==> src/rtl/simon_key_schedule_ctrl_if.sv <==
`default_nettype none
// ============================================================================
// Module      : simon_key_schedule_ctrl_if
// Description : Command, key-stream and round-key handshake bundle for the
//               Simon key-schedule controller. The master modport is the
//               controller; the slave modport is its environment.
//               Optional stall_cnt bus under SIMON_KEYCTRL_STALL_CNT_EN.
// Revision    : 1.0 - initial release
// ============================================================================
interface simon_key_schedule_ctrl_if;
  logic       start;
  logic       abort;
  logic       key_bit;
  logic       key_valid;
  logic       key_req;
  logic       rk_ready;
  logic       rk_valid;
  logic       data_in;
  logic [1:0] data_rdy;
  logic [5:0] bit_counter;
  logic [6:0] round_idx;
  logic       busy;
  logic       done;
`ifdef SIMON_KEYCTRL_STALL_CNT_EN
  logic [15:0] stall_cnt;

  modport master (
    input  start, abort, key_bit, key_valid, rk_ready,
    output key_req, rk_valid, data_in, data_rdy, bit_counter, round_idx,
           busy, done, stall_cnt
  );
  modport slave (
    output start, abort, key_bit, key_valid, rk_ready,
    input  key_req, rk_valid, data_in, data_rdy, bit_counter, round_idx,
           busy, done, stall_cnt
  );
`else
  modport master (
    input  start, abort, key_bit, key_valid, rk_ready,
    output key_req, rk_valid, data_in, data_rdy, bit_counter, round_idx,
           busy, done
  );
  modport slave (
    output start, abort, key_bit, key_valid, rk_ready,
    input  key_req, rk_valid, data_in, data_rdy, bit_counter, round_idx,
           busy, done
  );
`endif
endinterface
`default_nettype wire

==> src/rtl/simon_key_schedule_ctrl.sv <==
`default_nettype none
// ============================================================================
// Module      : simon_key_schedule_ctrl
// Description : Sequencer for the bit-serial Simon key-expansion datapath.
//               Streams KEY_BITS master-key bits in (LOAD), then runs
//               NUM_ROUNDS rounds of 64 bit-cycles (RUN) under back-pressure
//               from the round-key consumer, and pulses done.
//               Optional macro SIMON_KEYCTRL_STALL_CNT_EN adds a saturating
//               16-bit stall counter.
// Revision    : 1.0 - initial release
// ============================================================================
module simon_key_schedule_ctrl #(
  parameter int NUM_ROUNDS = 44,
  parameter int KEY_BITS   = 128
) (
  input  logic                      clk,
  input  logic                      reset,   // asynchronous, active-low
  simon_key_schedule_ctrl_if.master bus
);

  localparam int         LOAD_W     = $clog2(KEY_BITS);
  localparam logic [LOAD_W-1:0] LOAD_LAST  = LOAD_W'(KEY_BITS - 1);
  localparam logic [6:0] ROUND_LAST = 7'(NUM_ROUNDS - 1);

  localparam logic [1:0] RDY_CLEAR = 2'd0;
  localparam logic [1:0] RDY_HOLD  = 2'd1;
  localparam logic [1:0] RDY_LOAD  = 2'd2;
  localparam logic [1:0] RDY_RUN   = 2'd3;

  typedef enum logic [1:0] {
    ST_IDLE = 2'd0,
    ST_LOAD = 2'd1,
    ST_RUN  = 2'd2,
    ST_DONE = 2'd3
  } state_t;

  state_t              state_q, state_d;
  logic [LOAD_W-1:0]   load_cnt_q, load_cnt_d;
  logic [5:0]          bit_cnt_q, bit_cnt_d;
  logic [6:0]          round_q, round_d;
  logic                busy_q, busy_d;
  logic                done_q, done_d;

  logic                key_acc;
  logic                rk_acc;
  logic [1:0]          data_rdy;

  // Handshake acceptance and datapath mode code; abort overrides any handshake
  // so the datapath never shifts on the abort cycle.
  always_comb begin
    key_acc  = (state_q == ST_LOAD) && bus.key_valid && !bus.abort;
    rk_acc   = (state_q == ST_RUN)  && bus.rk_ready  && !bus.abort;
    data_rdy = RDY_HOLD;
    case (state_q)
      ST_IDLE: data_rdy = RDY_CLEAR;
      ST_LOAD: data_rdy = key_acc ? RDY_LOAD : RDY_HOLD;
      ST_RUN:  data_rdy = rk_acc  ? RDY_RUN  : RDY_HOLD;
      default: data_rdy = RDY_HOLD;
    endcase
  end

  // Next-state and counter update; leaving for IDLE always clears counters.
  always_comb begin
    state_d    = state_q;
    load_cnt_d = load_cnt_q;
    bit_cnt_d  = bit_cnt_q;
    round_d    = round_q;

    if (bus.abort) begin
      state_d    = ST_IDLE;
      load_cnt_d = '0;
      bit_cnt_d  = '0;
      round_d    = '0;
    end else begin
      case (state_q)
        ST_IDLE: begin
          if (bus.start) begin
            state_d    = ST_LOAD;
            load_cnt_d = '0;
            bit_cnt_d  = '0;
            round_d    = '0;
          end
        end
        ST_LOAD: begin
          if (key_acc) begin
            load_cnt_d = load_cnt_q + 1'b1;
            bit_cnt_d  = bit_cnt_q + 6'd1;
            if (load_cnt_q == LOAD_LAST) begin
              state_d    = ST_RUN;
              load_cnt_d = '0;
              bit_cnt_d  = '0;
              round_d    = '0;
            end
          end
        end
        ST_RUN: begin
          if (rk_acc) begin
            bit_cnt_d = bit_cnt_q + 6'd1;
            if (bit_cnt_q == 6'd63) begin
              if (round_q == ROUND_LAST) begin
                state_d = ST_DONE;
              end else begin
                round_d = round_q + 7'd1;
              end
            end
          end
        end
        default: begin
          state_d    = ST_IDLE;
          load_cnt_d = '0;
          bit_cnt_d  = '0;
          round_d    = '0;
        end
      endcase
    end

    busy_d = (state_d == ST_LOAD) || (state_d == ST_RUN);
    done_d = (state_d == ST_DONE);
  end

  // Controller state and counters.
  always_ff @(posedge clk or negedge reset) begin
    if (!reset) begin
      state_q    <= ST_IDLE;
      load_cnt_q <= '0;
      bit_cnt_q  <= '0;
      round_q    <= '0;
      busy_q     <= 1'b0;
      done_q     <= 1'b0;
    end else begin
      state_q    <= state_d;
      load_cnt_q <= load_cnt_d;
      bit_cnt_q  <= bit_cnt_d;
      round_q    <= round_d;
      busy_q     <= busy_d;
      done_q     <= done_d;
    end
  end

  assign bus.key_req     = (state_q == ST_LOAD) && !bus.abort;
  assign bus.rk_valid    = rk_acc;
  assign bus.data_in     = bus.key_bit;
  assign bus.data_rdy    = data_rdy;
  assign bus.bit_counter = bit_cnt_q;
  assign bus.round_idx   = round_q;
  assign bus.busy        = busy_q;
  assign bus.done        = done_q;

`ifdef SIMON_KEYCTRL_STALL_CNT_EN
  logic [15:0] stall_cnt_q, stall_cnt_d;
  logic        stall_cyc;

  // Stalls are LOAD cycles without key data and RUN cycles without a taker;
  // the count restarts with each job and saturates.
  always_comb begin
    stall_cyc   = !bus.abort &&
                  (((state_q == ST_LOAD) && !bus.key_valid) ||
                   ((state_q == ST_RUN)  && !bus.rk_ready));
    stall_cnt_d = stall_cnt_q;
    if ((state_q == ST_IDLE) && bus.start && !bus.abort) begin
      stall_cnt_d = '0;
    end else if (stall_cyc && (stall_cnt_q != 16'hFFFF)) begin
      stall_cnt_d = stall_cnt_q + 16'd1;
    end
  end

  // Stall counter register.
  always_ff @(posedge clk or negedge reset) begin
    if (!reset) begin
      stall_cnt_q <= '0;
    end else begin
      stall_cnt_q <= stall_cnt_d;
    end
  end

  assign bus.stall_cnt = stall_cnt_q;
`endif

endmodule
`default_nettype wire

==> src/flat_wrapper.sv <==
// flat-port wrapper written by rule: the top's interface ports become plain ports
module simon_key_schedule_ctrl_flat 
#(
  parameter int NUM_ROUNDS = 44,
  parameter int KEY_BITS   = 128
)
  (clk, reset, bus_start, bus_abort, bus_key_bit, bus_key_valid, bus_rk_ready, bus_key_req, bus_rk_valid, bus_data_in, bus_data_rdy, bus_bit_counter, bus_round_idx, bus_busy, bus_done);
  simon_key_schedule_ctrl_if bus_i ();
  input  logic clk;
  input  logic reset;
  input wire logic [$bits(bus_i.start)-1:0] bus_start;
  input wire logic [$bits(bus_i.abort)-1:0] bus_abort;
  input wire logic [$bits(bus_i.key_bit)-1:0] bus_key_bit;
  input wire logic [$bits(bus_i.key_valid)-1:0] bus_key_valid;
  input wire logic [$bits(bus_i.rk_ready)-1:0] bus_rk_ready;
  output wire logic [$bits(bus_i.key_req)-1:0] bus_key_req;
  output wire logic [$bits(bus_i.rk_valid)-1:0] bus_rk_valid;
  output wire logic [$bits(bus_i.data_in)-1:0] bus_data_in;
  output wire logic [$bits(bus_i.data_rdy)-1:0] bus_data_rdy;
  output wire logic [$bits(bus_i.bit_counter)-1:0] bus_bit_counter;
  output wire logic [$bits(bus_i.round_idx)-1:0] bus_round_idx;
  output wire logic [$bits(bus_i.busy)-1:0] bus_busy;
  output wire logic [$bits(bus_i.done)-1:0] bus_done;
  assign bus_i.start = bus_start;
  assign bus_i.abort = bus_abort;
  assign bus_i.key_bit = bus_key_bit;
  assign bus_i.key_valid = bus_key_valid;
  assign bus_i.rk_ready = bus_rk_ready;
  assign bus_key_req = bus_i.key_req;
  assign bus_rk_valid = bus_i.rk_valid;
  assign bus_data_in = bus_i.data_in;
  assign bus_data_rdy = bus_i.data_rdy;
  assign bus_bit_counter = bus_i.bit_counter;
  assign bus_round_idx = bus_i.round_idx;
  assign bus_busy = bus_i.busy;
  assign bus_done = bus_i.done;
  simon_key_schedule_ctrl #(.NUM_ROUNDS(NUM_ROUNDS), .KEY_BITS(KEY_BITS)) u_core (.clk(clk), .reset(reset), .bus(bus_i));
endmodule
==> config.mk <==
export PLATFORM = sky130hd
export DESIGN_NAME = simon_key_schedule_ctrl_flat
export DESIGN_NICKNAME = d
export VERILOG_FILES = /design/src/rtl/simon_key_schedule_ctrl_if.sv /design/src/rtl/simon_key_schedule_ctrl.sv /design/src/flat_wrapper.sv
export SDC_FILE = /design/constraint.sdc
export NUM_CORES = 1
export LEC_CHECK = 0
export ABC_AREA = 0
export CAP_MARGIN = 40
export CORE_AREA = 2 2 60 62
export CTS_CLUSTER_SIZE = 14
export DETAILED_ROUTE_END_ITERATION = 10
export DIE_AREA = 0 0 62 64
export PLACE_DENSITY = 0.74
export SYNTH_ARGS = -nofsm -noshare
export SYNTH_HDL_FRONTEND = slang
export SYNTH_SLANG_ARGS = --single-unit
==> constraint.sdc <==
create_clock -name clk -period 2.3 [get_ports clk]
set_input_delay 0.345 -clock clk [delete_from_list [all_inputs] [get_ports clk]]
set_output_delay 0.345 -clock clk [all_outputs]
set_load 0.02 [all_outputs]
======== Word-level counts from Yosys, hierarchy flattened ========
Index checks and enable logic that the tools add are counted.
cells by class
  add/subtract/negate cells ............... 3
  equality and inequality tests ........... 15
  mux-type cells .......................... 29
  reductions and logical operators ........ 11
operator list
  operator                                       number
  2-to-1 mux 7 bit                               10
  case mux 7 bit (3 select lines)                2
  2-to-1 mux 6 bit                               5
  2-to-1 mux 2 bit                               9
  case mux 6 bit (3 select lines)                1
  != test 3 bit, second input constant           5
  adder 7 x 1 -> 7 bit, second input constant    2
  case mux 2 bit (3 select lines)                2
  == test 7 x 6 -> 1 bit, second input constant  1
  == test 7 bit, second input constant           1
  adder 6 x 1 -> 6 bit, second input constant    1
  == test 2 bit, second input constant           3
  == test 6 bit, second input constant           1
  AND reduction 3 bit                            2
  AND reduction 6 bit                            1
  logical AND 1 bit                              5
  == test 2 x 1 -> 1 bit, second input constant  2
  != test 3 x 2 -> 1 bit, second input constant  1
  zero test 2 bit                                1
  != test 2 bit, second input constant           1
  zero test 1 bit                                1
  logical OR 1 bit                               1
word-level totals
  bits in registers ....................... 24
  bits of input ports ..................... 7
  output and inout bits ................... 20
  logic and storage cells ................. 64

======== Logic depth before layout (Yosys ltp) ========
  depth after elaboration ................. 8
  gate-level depth with buffers ........... 8
  gate-level depth less buffers ........... 7

======== Least setup slack after synthesis ========
No wires, ideal clock.
  path type ............................... register -> register
  from .................................... register u_core.state_q[0]
  to ...................................... register u_core.busy_q, in the netlist u_core.bus.busy
  setup time .............................. 0.126 ns
  arrival ................................. 2.040 ns
  data required time ...................... 2.174 ns
  path slack .............................. 0.134 ns
  stages on the path, launching flop included .. 8
  path buffers ............................ 0
  clock period less this slack ............ 2.166 ns
  cells stage by stage .................... dfrtp_1 > inv_1 > ha_1 > and2b_1 > and2_1 > a221oi_1 > a2111oi_2 > ha_1
between the ends
  longest elaborated chain between the ends .. 8
  elaborated cells between the ends (all ways) .. 18
  classes of those cells .................. eq/ne: 4; mux: 8; reduce/logical: 6
RTL lines
  item                                                     line                            text
  start, declared                                          simon_key_schedule_ctrl.sv:37   state_t state_q, state_d;
  start signal, assigned                                   simon_key_schedule_ctrl.sv:131  state_q <= state_d;
  == test 2 bit (*)                                        simon_key_schedule_ctrl.sv:52   rk_acc = (state_q == ST_RUN) && bus.rk_ready && !bus.abort;
  logical AND 1 bit (*) (2 in series)                      simon_key_schedule_ctrl.sv:52
  named net bus_rk_valid                                   flat_wrapper.sv:17              output wire logic [$bits(bus_i.rk_valid)-1:0] bus_rk_valid;
  2-to-1 mux 2 bit (*)                                     simon_key_schedule_ctrl.sv:97   if (rk_acc) begin
  case mux 2 bit (3 select lines) (*)                      simon_key_schedule_ctrl.sv:75   case (state_q)
  2-to-1 mux 2 bit (*)                                     simon_key_schedule_ctrl.sv:69   if (bus.abort) begin
  named net u_core.state_d[0]                              simon_key_schedule_ctrl.sv:37
  == test 2 x 1 -> 1 bit or == test 2 bit (tied branches)  simon_key_schedule_ctrl.sv:117  busy_d = (state_d == ST_LOAD) || (state_d == ST_RUN);
  logical OR 1 bit (*)                                     simon_key_schedule_ctrl.sv:117
  named net u_core.busy_d                                  simon_key_schedule_ctrl.sv:41   logic busy_q, busy_d;
  end signal, assigned                                     simon_key_schedule_ctrl.sv:135  busy_q <= busy_d;
  end, declared                                            simon_key_schedule_ctrl.sv:41
The timed path passes the listed nets; every way through them passes the cells marked *.
A chain may end at the register's enable or synchronous reset.

======== Worst setup path after layout ========
  from .................................... register u_core.state_q[0]
  to ...................................... output port bus_rk_valid
between the ends
  longest elaborated chain between the ends .. 3
RTL lines
  item                             line
  == test 2 bit                    simon_key_schedule_ctrl.sv:52
  logical AND 1 bit (2 in series)  simon_key_schedule_ctrl.sv:52
  end, declared                    flat_wrapper.sv:17
No other way between the ends.

==> flow_metrics.py <==
metrics = {
    "run": {
        "cap_viol_max_count": 0,
    },
    "route": {
        "drt-initial-drc-count": 49,
        "drc_errors": 0,
        "routed_wl_um": 3710,
        "viasPerCell": 5.73,
        "vias": 1380,
        "routedWlPerCell_um": 15.4,
        "dr.pass1.iters": 4,
        "drtAntennaViolNets": 0,
    },
    "global_routing": {
        "grt_pass1_wl_um": 6310,
        "grt_max_degree": 25,
        "grt-ovfl-total": 0,
        "grt_use_total": 0.206,
        "antenna_found_initial": 0,
        "grt_pass1_vias": 1385,
    },
    "critical_path": {
        "r2r-start": "u_core.state_q[1]",
        "r2r_setup_slack_ns": 0.13,
        "critPathMaxStageDelay_ns": 0.43,
        "crit_path_max_fanout": 4,
        "cp-startpoint": "u_core.state_q[0]",
        "worst_path_max_delay_cell": "dfrtp_1",
        "setup.worst_path.class": "flop to output port",
        "crit_path_start_kind": "flop",
        "cp_data_required_time_ns": 1.96,
        "crit_chain": "inv_1, ha_1, and2b_1, and2_1, buf_4, dlygate4sd2_1",
        "end_kind": "output port",
        "cp_data_arrival_time_ns": 1.83,
    },
    "power_and_ir_drop": {
        "power.total_uw": 735,
        "power_density_mw_per_mm2": 389,
        "clockPowerShare": 0.241,
        "peakVddDrop_mv": 0.186,
        "comb_power_share": 0.169,
        "switchingPower_uw": 194,
        "intPower_uw": 540,
        "power.leakage_uw": 0.000848,
        "p_seq_frac": 0.590,
        "switching_share": 0.265,
    },
    "floorplan": {
        "die_y_um": 64,
        "die_w_um": 62,
        "die-area_mm2": 0.00397,
        "ios": 27,
        "rows": 21,
        "initial_utilization": 0.462,
        "core-area_mm2": 0.00328,
    },
    "placed_design": {
        "gp_congestion": 0.947,
        "hpwl_um": 2850,
        "io_buffers": 24,
    },
    "synth": {
        "syn_nets": 177,
        "synth_ff_type": "dfrtp_1",
        "synth_edf_count": 0,
        "synthesis.area_mm2": 0.00152,
        "synth-seq-cells": 24,
        "async_flop_share": 1.00,
        "synth_cell_type_count": 46,
        "synth_area_per_cell_um2": 9.37,
        "yosysSeqAreaShare": 0.396,
        "syn_inst": 162,
        "yosys_warnings": 0,
    },
    "final_layout": {
        "antenna_cells": 0,
        "nFillCells": 299,
        "nNetsFinal": 212,
        "areaGrowthSynthToFinish_pct": 24.5,
        "drive_above_1_share": 0.123,
    },
    "sta": {
        "finClkSkew_ns": 0.00410,
        "drv_slew": 0,
        "post-route-min-period_ns": 2.18,
        "worst_pin_slew_ns": 0.468,
        "rsz0062_at_grt": "no",
        "fmax_mhz": 459,
        "fin_crit_sh": 0.947,
        "timing.slew.headroom": 0.685,
        "holdWs_ns": 0.383,
        "hold_viol_final": 0,
        "setup_viol": 0,
        "setup_tns_ns": 0,
    },
    "clock_tree": {
        "cts_made_buffers": 3,
        "clkSinkCount": 24,
        "clockBufferDepth": 2,
        "htreeDepth": 1,
        "postCtsSetupRepairBufs": 0,
        "root_buffer": "clkbuf_4",
        "cts_hold_buf": 0,
        "path_clk_slew_ns": 0.13,
        "clkLatencyLatePin_ns": 0.30,
        "cts_tree": "yes",
    },
    "min_path": {
        "hp-class": "primary input to asynchronous set/reset pin",
    },
    "outcome": {
        "outcome": "finished clean",
    },
}
## cells by family after synthesis
kind of cell    Yosys count  share of synthesized area
simple gates             58                      0.223
compound gates           52                      0.244
flops                    24                      0.396
buf+inv                  16                     0.0445
fa+ha+maj                 8                     0.0660
mux                       4                     0.0272
## worst max-delay path, delay by kind of cell, from the launching register on
family | cells | cell delay, ns
fa+ha+maj | 1 | 0.22
flops | 1 | 0.43
buf+inv | 3 | 0.54
simple gates | 2 | 0.34
## cells in the final DEF (no fill, tap or decap), types with 4 or more instances in the layout
master,count
dfrtp_1,24
nand2b_1,7
a21oi_1,6
nor2b_1,4
inv_1,10
or3_1,4
nor2_1,7
a211oi_1,4
buf_4,12
o31ai_1,9
nand3_1,9
clkdlybuf4s50_1,20
o21ai_0,9
nand2_1,7
a22o_1,5
ha_1,8
## worst paths after layout
kind | endpoint | depth (start not counted)
hold / removal | u_core.bus.round_idx[3] | 2
setup / recovery | bus_rk_valid | 6
max in group asynchronous | u_core.bus.round_idx[6] | 2
hold reg to reg | u_core.bus.round_idx[5] | 1
setup reg to reg | u_core.load_cnt_q[5] | 7
min in group clk | u_core.bus.round_idx[5] | 1
## per-layer routing
| layer | vias up | wire [µm] | track usage |
|---|---|---|---|
| li1 | 672 | - | - |
| met1 | 659 | 1600 | 0.265 |
| met2 | 45 | 1890 | 0.341 |
| met3 | 4 | 180 | 0.0364 |
| met4 | 0 | 36 | 0.0638 |
| met5 | - | 0 | 0 |
## registers in the layout, indices dropped and copies added (netlist names)
register and count:
u_core.load_cnt_q 7, u_core.bus.bit_counter 6, u_core.bus.done 1, u_core.state_q 2, u_core.bus.busy 1, u_core.bus.round_idx 7
## synth_stat cells (4+ instances only)
cell / n / area, µm²
nor2b_1: 4 / 25.0
nand3_1: 9 / 45.0
nand2b_1: 7 / 43.8
nand2_1: 7 / 26.3
a21oi_1: 6 / 30.0
nor2_1: 7 / 26.3
inv_1: 10 / 37.5
o21ai_0: 9 / 45.0
dfrtp_1: 24 / 601
or3_1: 4 / 25.0
a22o_1: 5 / 43.8
a211oi_1: 4 / 30.0
o31ai_1: 9 / 67.6
ha_1: 8 / 100
## per-stage QoR
step	instance area (µm²)	util	instances	setup WS (ns)
floorplan	1520	-	162	0.134
global placement	1880	0.571	238	0.0909
detailed placement	1880	0.571	238	0.00428
CTS	1890	0.576	241	0.0260
global route	1890	0.575	241	0.00994
finish	1890	0.575	241	0.123
## final cells by class
class | count | area [µm²] | area share
timing repair buffer | 36 | 322 | 0.170
tap | 46 | 57.6 | 0.0305
clock buffer | 3 | 22.5 | 0.0119
multi-input combinational | 122 | 850 | 0.450
sequential | 24 | 601 | 0.318
inverter | 10 | 37.5 | 0.0199
## power groups by stage
stage	Sequential, µW	Clock [µW]	Combinational [µW]
global route	434	204	139
global placement	441	0	123
detailed placement	441	0	127
CTS	433	188	125
finish	433	177	124
floorplan	443	0	72.9
## what timing repair did
item / CTS / global route
gates resized for setup: 4 / 2
pin swaps: 0 / 1
endpoints found under the setup margin: 4 / 2
(Power assumes the default switching activity.)
